File: config.mk
export PLATFORM = sky130hd
export DESIGN_NAME = btb_assoc
export DESIGN_NICKNAME = d
export VERILOG_FILES = /design/src/rtl/btb_assoc.sv
export SDC_FILE = /design/constraint.sdc
export NUM_CORES = 2
export LEC_CHECK = 0
export CORE_UTILIZATION = 25
export DETAILED_ROUTE_END_ITERATION = 12
export SLEW_MARGIN = 20
export SYNTH_ARGS = -nofsm -noshare
export SYNTH_HDL_FRONTEND = slang
export SYNTH_SLANG_ARGS = --single-unit
File: constraint.sdc
create_clock -name clk -period 6.7 [get_ports clk]
set_clock_uncertainty 0.2 [all_clocks]
set_input_delay 1.34 -clock clk [delete_from_list [all_inputs] [get_ports clk]]
set_output_delay 1.34 -clock clk [all_outputs]
set_load 0.02 [all_outputs]
File: src/rtl/btb_assoc.sv
// btb_assoc: parametrised set-associative branch target buffer with tree-PLRU replacement and a flush sequencer.
// Optional feature macro: BTB_COUNTER_EN adds 2-bit taken/not-taken counters per entry.
module btb_assoc #(
    parameter int ADDR_W = 16,
    parameter int SETS   = 8,
    parameter int WAYS   = 4
) (
    input  logic              clk,
    input  logic              rst_n,
    input  logic              lookup_valid,
    input  logic [ADDR_W-1:0] lookup_pc,
    output logic              pred_valid,
    output logic              pred_hit,
    output logic              pred_taken,
    output logic [ADDR_W-1:0] pred_target,
    input  logic              upd_valid,
    input  logic [ADDR_W-1:0] upd_pc,
    input  logic [ADDR_W-1:0] upd_target,
    input  logic              upd_taken,
    input  logic              flush,
    output logic              busy
);
    localparam int IDX_W = $clog2(SETS);
    localparam int WAY_W = $clog2(WAYS);
    localparam int TAG_W = ADDR_W - IDX_W - 1;

    typedef enum logic [0:0] {S_IDLE = 1'b0, S_FLUSH = 1'b1} state_e;

    // Each tree node points toward the victim: 0 = left subtree, 1 = right subtree.
    function automatic logic [WAYS-2:0] plru_touch(input logic [WAYS-2:0] plru, input logic [WAY_W-1:0] way);
        logic [WAYS-2:0] res;
        int              lvl;
        int              path;
        res = plru;
        for (int n = 0; n < WAYS - 1; n++) begin
            lvl = 0;
            for (int l = 1; l < WAY_W; l++) begin
                lvl = ((n + 1) >= (1 << l)) ? l : lvl;
            end
            path = (1 << lvl) + (int'(way) >> (WAY_W - lvl));
            if (path == n + 1) begin
                res[n] = ~way[WAY_W-1-lvl];
            end else begin
                res[n] = plru[n];
            end
        end
        return res;
    endfunction

    function automatic logic [WAY_W-1:0] plru_victim(input logic [WAYS-2:0] plru);
        int   node;
        logic dir;
        node = 1;
        for (int l = 0; l < WAY_W; l++) begin
            dir = 1'b0;
            for (int n = 0; n < WAYS - 1; n++) begin
                dir = (n == node - 1) ? plru[n] : dir;
            end
            node = 2 * node + (dir ? 1 : 0);
        end
        return WAY_W'(node - WAYS);
    endfunction

    state_e            state_q, state_d;
    logic [IDX_W-1:0]  cnt_q, cnt_d;
    logic [WAYS-1:0]   valid_q [SETS];
    logic [WAYS-1:0]   valid_d [SETS];
    logic [WAYS-2:0]   plru_q  [SETS];
    logic [WAYS-2:0]   plru_d  [SETS];
    logic [TAG_W-1:0]  tag_q   [SETS][WAYS];
    logic [TAG_W-1:0]  tag_d   [SETS][WAYS];
    logic [ADDR_W-1:0] tgt_q   [SETS][WAYS];
    logic [ADDR_W-1:0] tgt_d   [SETS][WAYS];
`ifdef BTB_COUNTER_EN
    logic [1:0]        ctr_q   [SETS][WAYS];
    logic [1:0]        ctr_d   [SETS][WAYS];
`endif
    logic              pred_valid_q, pred_valid_d;
    logic              pred_hit_q, pred_hit_d;
    logic              pred_taken_q, pred_taken_d;
    logic [ADDR_W-1:0] pred_target_q, pred_target_d;

    logic [IDX_W-1:0]  lk_idx_s, up_idx_s;
    logic [TAG_W-1:0]  lk_tag_s, up_tag_s;
    logic [WAYS-1:0]   lk_hv_s, up_hv_s;
    logic [WAY_W-1:0]  lk_way_s, up_way_s, alloc_way_s;
    logic              lk_hit_s, up_hit_s, lk_taken_s, idle_s, upd_en_s;
    logic              unused_pc_lsb_s;

    assign lk_idx_s        = lookup_pc[IDX_W:1];
    assign lk_tag_s        = lookup_pc[ADDR_W-1:IDX_W+1];
    assign up_idx_s        = upd_pc[IDX_W:1];
    assign up_tag_s        = upd_pc[ADDR_W-1:IDX_W+1];
    assign unused_pc_lsb_s = lookup_pc[0] ^ upd_pc[0];
    assign idle_s          = (state_q == S_IDLE);
    assign upd_en_s        = upd_valid & idle_s;

    // Tag compare for the lookup and update ports; at most one way hits, so OR-ing way numbers is exact.
    always_comb begin
        lk_hv_s  = '0;
        up_hv_s  = '0;
        lk_way_s = '0;
        up_way_s = '0;
        for (int w = 0; w < WAYS; w++) begin
            lk_hv_s[w] = valid_q[lk_idx_s][w] & (tag_q[lk_idx_s][w] == lk_tag_s);
            up_hv_s[w] = valid_q[up_idx_s][w] & (tag_q[up_idx_s][w] == up_tag_s);
            lk_way_s   = lk_way_s | (lk_hv_s[w] ? WAY_W'(w) : '0);
            up_way_s   = up_way_s | (up_hv_s[w] ? WAY_W'(w) : '0);
        end
        lk_hit_s = |lk_hv_s;
        up_hit_s = |up_hv_s;
    end

    // Victim selection: lowest-numbered invalid way, else the PLRU choice.
    always_comb begin
        alloc_way_s = plru_victim(plru_q[up_idx_s]);
        for (int w = WAYS - 1; w >= 0; w--) begin
            alloc_way_s = valid_q[up_idx_s][w] ? alloc_way_s : WAY_W'(w);
        end
    end

`ifdef BTB_COUNTER_EN
    assign lk_taken_s = ctr_q[lk_idx_s][lk_way_s][1];
`else
    assign lk_taken_s = 1'b1;
`endif

    // Next-state: flush sequencer, prediction registers, lookup touch and branch update.
    always_comb begin
        state_d       = state_q;
        cnt_d         = cnt_q;
        valid_d       = valid_q;
        plru_d        = plru_q;
        tag_d         = tag_q;
        tgt_d         = tgt_q;
`ifdef BTB_COUNTER_EN
        ctr_d         = ctr_q;
`endif
        pred_valid_d  = lookup_valid;
        pred_hit_d    = pred_hit_q;
        pred_taken_d  = pred_taken_q;
        pred_target_d = pred_target_q;

        case (state_q)
            S_IDLE: begin
                if (flush) begin
                    state_d = S_FLUSH;
                    cnt_d   = '0;
                end else begin
                    state_d = S_IDLE;
                end
            end
            S_FLUSH: begin
                valid_d[cnt_q] = '0;
                plru_d[cnt_q]  = '0;
                if (flush) begin
                    cnt_d = '0;
                end else if (cnt_q == IDX_W'(SETS - 1)) begin
                    state_d = S_IDLE;
                end else begin
                    cnt_d = cnt_q + IDX_W'(1);
                end
            end
            default: begin
                state_d = S_IDLE;
                cnt_d   = '0;
            end
        endcase

        if (lookup_valid) begin
            pred_hit_d    = lk_hit_s & idle_s;
            pred_taken_d  = lk_hit_s & idle_s & lk_taken_s;
            pred_target_d = (lk_hit_s & idle_s) ? tgt_q[lk_idx_s][lk_way_s] : '0;
        end else begin
            pred_hit_d    = pred_hit_q;
        end

        // Lookup touch first; an update touch to the same set below overrides it.
        if (lookup_valid & idle_s & lk_hit_s) begin
            plru_d[lk_idx_s] = plru_touch(plru_q[lk_idx_s], lk_way_s);
        end else begin
            plru_d[lk_idx_s] = plru_d[lk_idx_s];
        end

        if (upd_en_s & up_hit_s) begin
            tgt_d[up_idx_s][up_way_s] = upd_target;
            plru_d[up_idx_s]          = plru_touch(plru_q[up_idx_s], up_way_s);
`ifdef BTB_COUNTER_EN
            if (upd_taken) begin
                ctr_d[up_idx_s][up_way_s] = (ctr_q[up_idx_s][up_way_s] == 2'b11) ? 2'b11 : ctr_q[up_idx_s][up_way_s] + 2'b01;
            end else begin
                ctr_d[up_idx_s][up_way_s] = (ctr_q[up_idx_s][up_way_s] == 2'b00) ? 2'b00 : ctr_q[up_idx_s][up_way_s] - 2'b01;
            end
`else
            valid_d[up_idx_s][up_way_s] = upd_taken;
`endif
        end else if (upd_en_s & upd_taken) begin
            valid_d[up_idx_s][alloc_way_s] = 1'b1;
            tag_d[up_idx_s][alloc_way_s]   = up_tag_s;
            tgt_d[up_idx_s][alloc_way_s]   = upd_target;
            plru_d[up_idx_s]               = plru_touch(plru_q[up_idx_s], alloc_way_s);
`ifdef BTB_COUNTER_EN
            ctr_d[up_idx_s][alloc_way_s]   = 2'b10;
`endif
        end else begin
            state_d = state_d;
        end
    end

    // Control state, valid/PLRU/counter arrays and prediction outputs.
    always_ff @(posedge clk or negedge rst_n) begin
        if (!rst_n) begin
            state_q       <= S_IDLE;
            cnt_q         <= '0;
            pred_valid_q  <= 1'b0;
            pred_hit_q    <= 1'b0;
            pred_taken_q  <= 1'b0;
            pred_target_q <= '0;
            for (int s = 0; s < SETS; s++) begin
                valid_q[s] <= '0;
                plru_q[s]  <= '0;
`ifdef BTB_COUNTER_EN
                for (int w = 0; w < WAYS; w++) begin
                    ctr_q[s][w] <= 2'b00;
                end
`endif
            end
        end else begin
            state_q       <= state_d;
            cnt_q         <= cnt_d;
            pred_valid_q  <= pred_valid_d;
            pred_hit_q    <= pred_hit_d;
            pred_taken_q  <= pred_taken_d;
            pred_target_q <= pred_target_d;
            valid_q       <= valid_d;
            plru_q        <= plru_d;
`ifdef BTB_COUNTER_EN
            ctr_q         <= ctr_d;
`endif
        end
    end

    // Tag and target storage carries no reset; valid bits qualify it.
    always_ff @(posedge clk) begin
        tag_q <= tag_d;
        tgt_q <= tgt_d;
    end

    assign pred_valid  = pred_valid_q;
    assign pred_hit    = pred_hit_q;
    assign pred_taken  = pred_taken_q;
    assign pred_target = pred_target_q;
    assign busy        = (state_q == S_FLUSH);

endmodule

* Yosys cells after proc, flatten, opt, wreduce, memory -nomap -nowiden
Index checks and enable logic that the tools add are counted.
Word-level totals: bits in registers 974, input port bits 54
Cells by class: add/sub/neg operators 8, $lt $le $gt $ge 15, eq/ne operators 19, mux-type cells 114, bitwise operators 37, reduce and logical (&&, ||, !) cells 13
Operator list (count):
- 512-bit bitwise mux | 2
- 512-bit two-way mux | 2
- 384-bit bitwise mux | 1
- 64-bit demux with 3-bit select | 2
- 48-bit binary-select mux with 3-bit select | 2
- 64-bit two-way mux | 4
- 48-bit two-way mux | 5
- 64-bit binary-select mux with 3-bit select | 1
- 48-bit demux with 3-bit select | 1
- 24-bit bitwise mux | 4
- 12-bit equality test | 8
- 32-bit by 3-bit equality test with 1-bit output, second input constant | 3
- 24-bit two-way mux | 4
- 32-bit two-way mux | 3
- 16-bit two-way mux | 5
- 16-bit demux with 2-bit select | 2
- 4-bit demux with 3-bit select | 3
- 3-bit two-way mux | 12
- 32-bit bitwise AND | 1
- 16-bit binary-select mux with 2-bit select | 1
- 32-bit bitwise mux | 1
- 32-bit zero test | 1
- 32-bit NOT | 1
- 32-bit bitwise OR | 1
- 40 further kinds | 136

* Longest topological paths before layout
depth in word-level cells 28, depth in mapped cells 19

* Least setup slack after synthesis
OpenSTA, ideal clock, no wires.
kind input to register, start input upd_pc[1], end register tgt_q[144] in the netlist's numbering, enable pin, setup time 0.409 ns, arrival 5.291 ns, slack 0.800 ns, stages 14, path through buf_2 -> buf_2 -> clkbuf_1 -> buf_1 -> mux2_2 -> a22oi_1 -> nand3_1 -> xnor2_1 -> and3b_1 -> nand4_1 -> a41oi_1 -> mux2i_1 -> clkbuf_1 -> nor3_1
On the way: word-level cells in the longest chain between the ends 9
Ends and longest elaborated chain:
- from (decl) | line 17 | input logic [ADDR_W-1:0] upd_pc,
- 3-bit NOT with 4-bit output (implied by the code) (*) | line 106 | up_hv_s[w] = valid_q[up_idx_s][w] & (tag_q[up_idx_s][w] == up_tag_s);
- 48-bit binary-select mux with 3-bit select | line 106
- 48-bit two-way mux (implied by the code) (2 in series) | line 106
- 12-bit equality test | line 106
- 1-bit bitwise AND | line 106
- 4-bit OR reduction (*) | line 111 | up_hit_s = |up_hv_s;
- 1-bit bitwise AND (*) | line 185 | if (upd_en_s & up_hit_s) begin
- 2-bit nonzero test (no line) (*)
- to (signal assigned) | line 246 | tgt_q <= tgt_d;
- to (decl) | line 72 | logic [ADDR_W-1:0] tgt_q [SETS][WAYS];
Every way passes the cells marked *; elsewhere a longest branch is shown, timed or not. The select of a mux whose other input is x is not followed. A chain may end at the register's enable or synchronous reset.

==> impl_results.md <==
* Synth unique cells at 76
* Cell taking the most area after synthesis: sky130_fd_sc_hd__edfxtp_1
* Final setup TNS at 0 ns
* Cell area after synthesis at about 47000 sq um
* Period utilisation layout at 0.867
* Share of total power in combinational logic at 0.086
* Mean routed wirelength per cell at ~26 um
* Post-Synthesis Mean Instance Area at 13.1 sq um
* Cell with the largest stage delay on the worst path: sky130_fd_sc_hd__and2_1
* I/O pin count at 74
* Total leakage power at between 15 and 20 nW
* Count of placed standard cells including taps at around 6100
* Post-route minimum period at 5.81 ns
* Number of buffers inserted for hold repair after clock tree synthesis at 0
* Global-route congestion overflow total at 0
* Switching power of the nets at 3.16 mW
* EDFF count, synth at between 800 and 900
* Core Rows at approximately 160
* Largest delay share family, worst path: compound AO/OA/AOI/OAI gates
* Share of cell area taken by muxes after synthesis at 0.102
* Arrival time of the worst setup path at ~6.1 ns
* Total setup violations reported at the end of the flow at 0
* Drc violations at 0
* Worst slew margin relative to its limit at 0.239
* CP Launch Type: input pin
* Clock sink count at 974
* Clock H-tree levels at 3
* Reg-to-reg setup timing slack at 1.93 ns
* Height of the die at ~430 um
* Clock latency on the worst-skew pair at 0.71 ns
* Achievable Freq at about 170 MHz
* Clock power share at 0.419
* Setup repair after global routing missed its margin: no
* VDD IR-drop max at roughly 0.17 mV
* Initial Util at 0.252
* Post-Route M1 WL at ~64000 um
* Global-route wire length before repair at roughly 230000 um
* Number of detailed-route iterations in the first pass at 8
* Total internal power at roughly 10 mW
* Total power density per cell area at approximately 240 nW/um^2
* Fin. Hold Viols at 0
* Floorplan die area at 189000 sq um
* Async set-reset flop share out of synthesis at 0.0801
* Top cells by area in the synthesized netlist: sky130_fd_sc_hd__edfxtp_1 (58%), sky130_fd_sc_hd__and2_1 (5.4%), sky130_fd_sc_hd__mux2i_1 (4.4%)
* Synth Area in Compound Gates at 0.105
* Mean number of vias per cell at roughly 5.3
* Initial antenna violation count at 9
* Area share of the largest cell type after synthesis at 0.576
* Longest individual stage delay on the worst path at ~0.63 ns
* Hpwl dp at 104000 um
* Buffers & Inverters on Critical Path at 6
* Kind of critical path: in -> reg
* Tightest Pin Transition at between 1 and 1.5 ns
* Synthesized-area fraction occupied by adder cells at 0.000535
* DRC violation total after the first TritonRoute iteration at between 4000 and 5000
* Final Max Tran Viols at 0
* Most used flip-flop cell after synthesis: sky130_fd_sc_hd__edfxtp_1
* Syn. warnings at 0
* Register clock-pin slew on the reported worst setup and hold paths at about 0.07 ns
* Worst slack, placed at around 0.16 ns
* Post-CTS repair timing setup buffer count at 0
* TritonCTS Buffers at 89
* Number of buffers inserted by port buffering at 71
* Endpoint class of the critical path: flip-flop
* Sequential Power Share at 0.495
* Filler instances at 18524
* Fraction of the mapped netlist area in simple logic gates at 0.129
* Nets@finish at around 3800
* Number of max-capacitance violations reported at 0
* Placeable core region at 186000 sq um
* Count of cells resized by post-cts repair at 0
* Post-synth net total at 3617
* Area growth from synthesis to layout at 18.0%
* CP cell instances: buf_2 -> buf_12 -> and2_1 -> a221o_1 -> a22oi_1 -> xnor2_1 -> a2111oi_0 -> buf_4 -> nand4_1 -> a41o_1 -> buf_4 -> a21oi_2 -> buf_4 -> nor2_1 -> buf_4 -> and2_1
* Detailed route wirelength on metal3 at approximately 13000 um
* Clock Root Buffer: sky130_fd_sc_hd__clkbuf_16
* Xor-xnor portion of the synthesized cell area at 0.0159
* Slack of the critical path at 0.893 ns
* Post-route ant nets at 0
* Total power after layout at roughly 13 mW
* CTS tree: built
* Final standard cell utilization of the core at 0.297
* Vias in the first global route at approximately 32000
* Sequential area share after synthesis at 0.617
* Sw Ratio at 0.235
* Via count at around 33000
* Placer congestion estimate at ~0.94
* Maximum root-to-sink buffer count at 3
* Layout cell share with drive strength beyond 1 at 0.178
* Max Used Layer: met5
* Cell count after synthesis at between 3000 and 4000
* Final wirelength at approximately 160000 um
* Largest net degree at the start of global routing at between 100 and 150
* GRT Resource Usage Total at 0.169
* Status: finished, final reports clean
* Top cell by count, worst path: sky130_fd_sc_hd__buf_4
* Die X-Extent at between 400 and 500 um
* Largest family of logic cells by synthesized area: simple AND/OR/NAND/NOR gates
* Data required time of the worst path at 6.97 ns
* Metal2 WL at 78100 um
* Hold crit path type: reg -> reg
* Yosys reg bits at between 900 and 1000
* Post-Layout Cell Count at around 6300
* Max FO, Critical Path at 28
## logic make-up (layout without fill, tap and decap cells)
logic type,after synthesis,after routing
flops,974,974
other cells,0,5
compound gates,700,700
buf+inv,340,557
simple gates,1093,1093
xor+xnor,85,85
mux,367,367
fa+ha+maj,2,2
## cell usage after synthesis, drive strengths merged (14+ instances only)
| library cell | n |
|---|---|
| a21oi | 54 |
| a221o | 17 |
| a221oi | 60 |
| a22o | 21 |
| a22oi | 78 |
| a32oi | 17 |
| and2 | 406 |
| and3 | 139 |
| buf | 97 |
| clkbuf | 211 |
| dfrtp | 78 |
| edfxtp | 896 |
| inv | 29 |
| mux2 | 84 |
| mux2i | 205 |
| mux4 | 78 |
| nand2 | 163 |
| nand2b | 14 |
| nand3 | 49 |
| nor2 | 155 |
| nor2b | 18 |
| nor3 | 57 |
| nor4 | 32 |
| o211ai | 31 |
| o21ai | 70 |
| o221ai | 19 |
| o22ai | 233 |
| xnor2 | 45 |
| xor2 | 40 |
## per-layer routing
layer  GRT usage  up-vias
li1            -    14035
met1       0.213    17011
met2       0.279     1737
met3      0.0245      387
met4      0.0890        8
met5           0        -
## tightest hold or removal path, stage by stage (launching register included)
cell and delay, ns:
sky130_fd_sc_hd__dfrtp_1 0.38, sky130_fd_sc_hd__inv_1 0.05, sky130_fd_sc_hd__o22ai_1 0.06
## registers in the layout (all words and copies together), names as in the netlist
| signal | cells |
|---|---|
| valid_q | 32 |
| plru_q | 24 |
| tag_q | 384 |
| cnt_q | 3 |
| tgt_q | 512 |
| pred_valid | 1 |
| busy | 1 |
| pred_target | 16 |
| pred_taken | 1 |
## final timing paths
kind / start / cells past startpoint / to
max in group asynchronous: rst_n / 2 / plru_q[15]
worst max register to register: tag_q[25] / 14 / tgt_q[510]
min in group asynchronous: rst_n / 1 / pred_target[15]
worst max-delay path: upd_pc[1] / 16 / tgt_q[510]
worst min register to register: pred_target[10] / 2 / pred_target[10]
worst min-delay path: pred_target[10] / 2 / pred_target[10]
## final cells by class
| class | instances | area (sq um) | share of cell area |
|---|---|---|---|
| diodes | 5 | 12.5 | 0.000227 |
| clock buffers | 107 | 2340 | 0.0424 |
| clock inverters | 58 | 833 | 0.0151 |
| inverters | 32 | 120 | 0.00218 |
| multi-input cells | 2247 | 16800 | 0.304 |
| flip-flops and latches | 974 | 28900 | 0.523 |
| well taps | 2480 | 3100 | 0.0563 |
| repair buffers | 360 | 3130 | 0.0568 |
## cells in the final DEF (no fill, tap or decap), types with 12 or more instances in the layout
cell,synthesis,layout
sky130_fd_sc_hd__xnor2_1,45,45
sky130_fd_sc_hd__o211ai_1,31,31
sky130_fd_sc_hd__a22o_1,21,21
sky130_fd_sc_hd__mux4_2,78,78
sky130_fd_sc_hd__nand3_1,49,49
sky130_fd_sc_hd__a221oi_1,59,59
sky130_fd_sc_hd__dfrtp_1,78,78
sky130_fd_sc_hd__bufinv_16,0,20
sky130_fd_sc_hd__o221ai_1,19,19
sky130_fd_sc_hd__buf_4,13,271
sky130_fd_sc_hd__xor2_1,40,40
sky130_fd_sc_hd__and2_1,404,404
sky130_fd_sc_hd__buf_12,0,22
sky130_fd_sc_hd__a31oi_1,13,13
sky130_fd_sc_hd__inv_1,29,29
sky130_fd_sc_hd__and3_1,139,139
sky130_fd_sc_hd__nor3_1,56,24
sky130_fd_sc_hd__mux2_2,84,84
sky130_fd_sc_hd__clkdlybuf4s50_1,0,61
sky130_fd_sc_hd__a32oi_1,17,17
sky130_fd_sc_hd__clkbuf_16,0,90
sky130_fd_sc_hd__nand2b_1,14,14
sky130_fd_sc_hd__clkbuf_1,211,15
sky130_fd_sc_hd__nor2_1,149,143
sky130_fd_sc_hd__o21ai_0,63,63
sky130_fd_sc_hd__o22a_1,12,12
sky130_fd_sc_hd__mux2i_1,205,202
sky130_fd_sc_hd__a221o_1,17,17
sky130_fd_sc_hd__clkinv_1,3,19
sky130_fd_sc_hd__nor2b_1,18,13
sky130_fd_sc_hd__a21o_1,12,12
sky130_fd_sc_hd__a22oi_1,78,78
sky130_fd_sc_hd__nor4_1,32,32
sky130_fd_sc_hd__o22ai_1,233,233
sky130_fd_sc_hd__nor3_2,0,31
sky130_fd_sc_hd__or4_1,13,13
sky130_fd_sc_hd__nand2_1,163,155
sky130_fd_sc_hd__edfxtp_1,896,896
sky130_fd_sc_hd__a21oi_1,54,53
## metrics by stage
| step | area, sq um | hold slack, ns |
|---|---|---|
| after global routing | 55100 | 0.349 |
| after floorplan | 46700 | 0.298 |
| final | 55100 | 0.330 |
| after CTS | 55100 | 0.331 |
| after global placement | 52000 | 0.316 |
| after detailed placement | 52000 | 0.319 |
## power by group through the flow
| stage | clock network, mW | registers (mW) | logic [mW] |
|---|---|---|---|
| floorplan | 0 | 6.77 | 0.634 |
| global placement | 0 | 6.79 | 1.13 |
| detailed placement | 0 | 6.79 | 1.14 |
| CTS | 5.67 | 6.66 | 1.14 |
| global route | 5.88 | 6.66 | 1.21 |
| finish | 5.63 | 6.66 | 1.16 |
No activity file was read; power rests on OpenSTA's default activity.
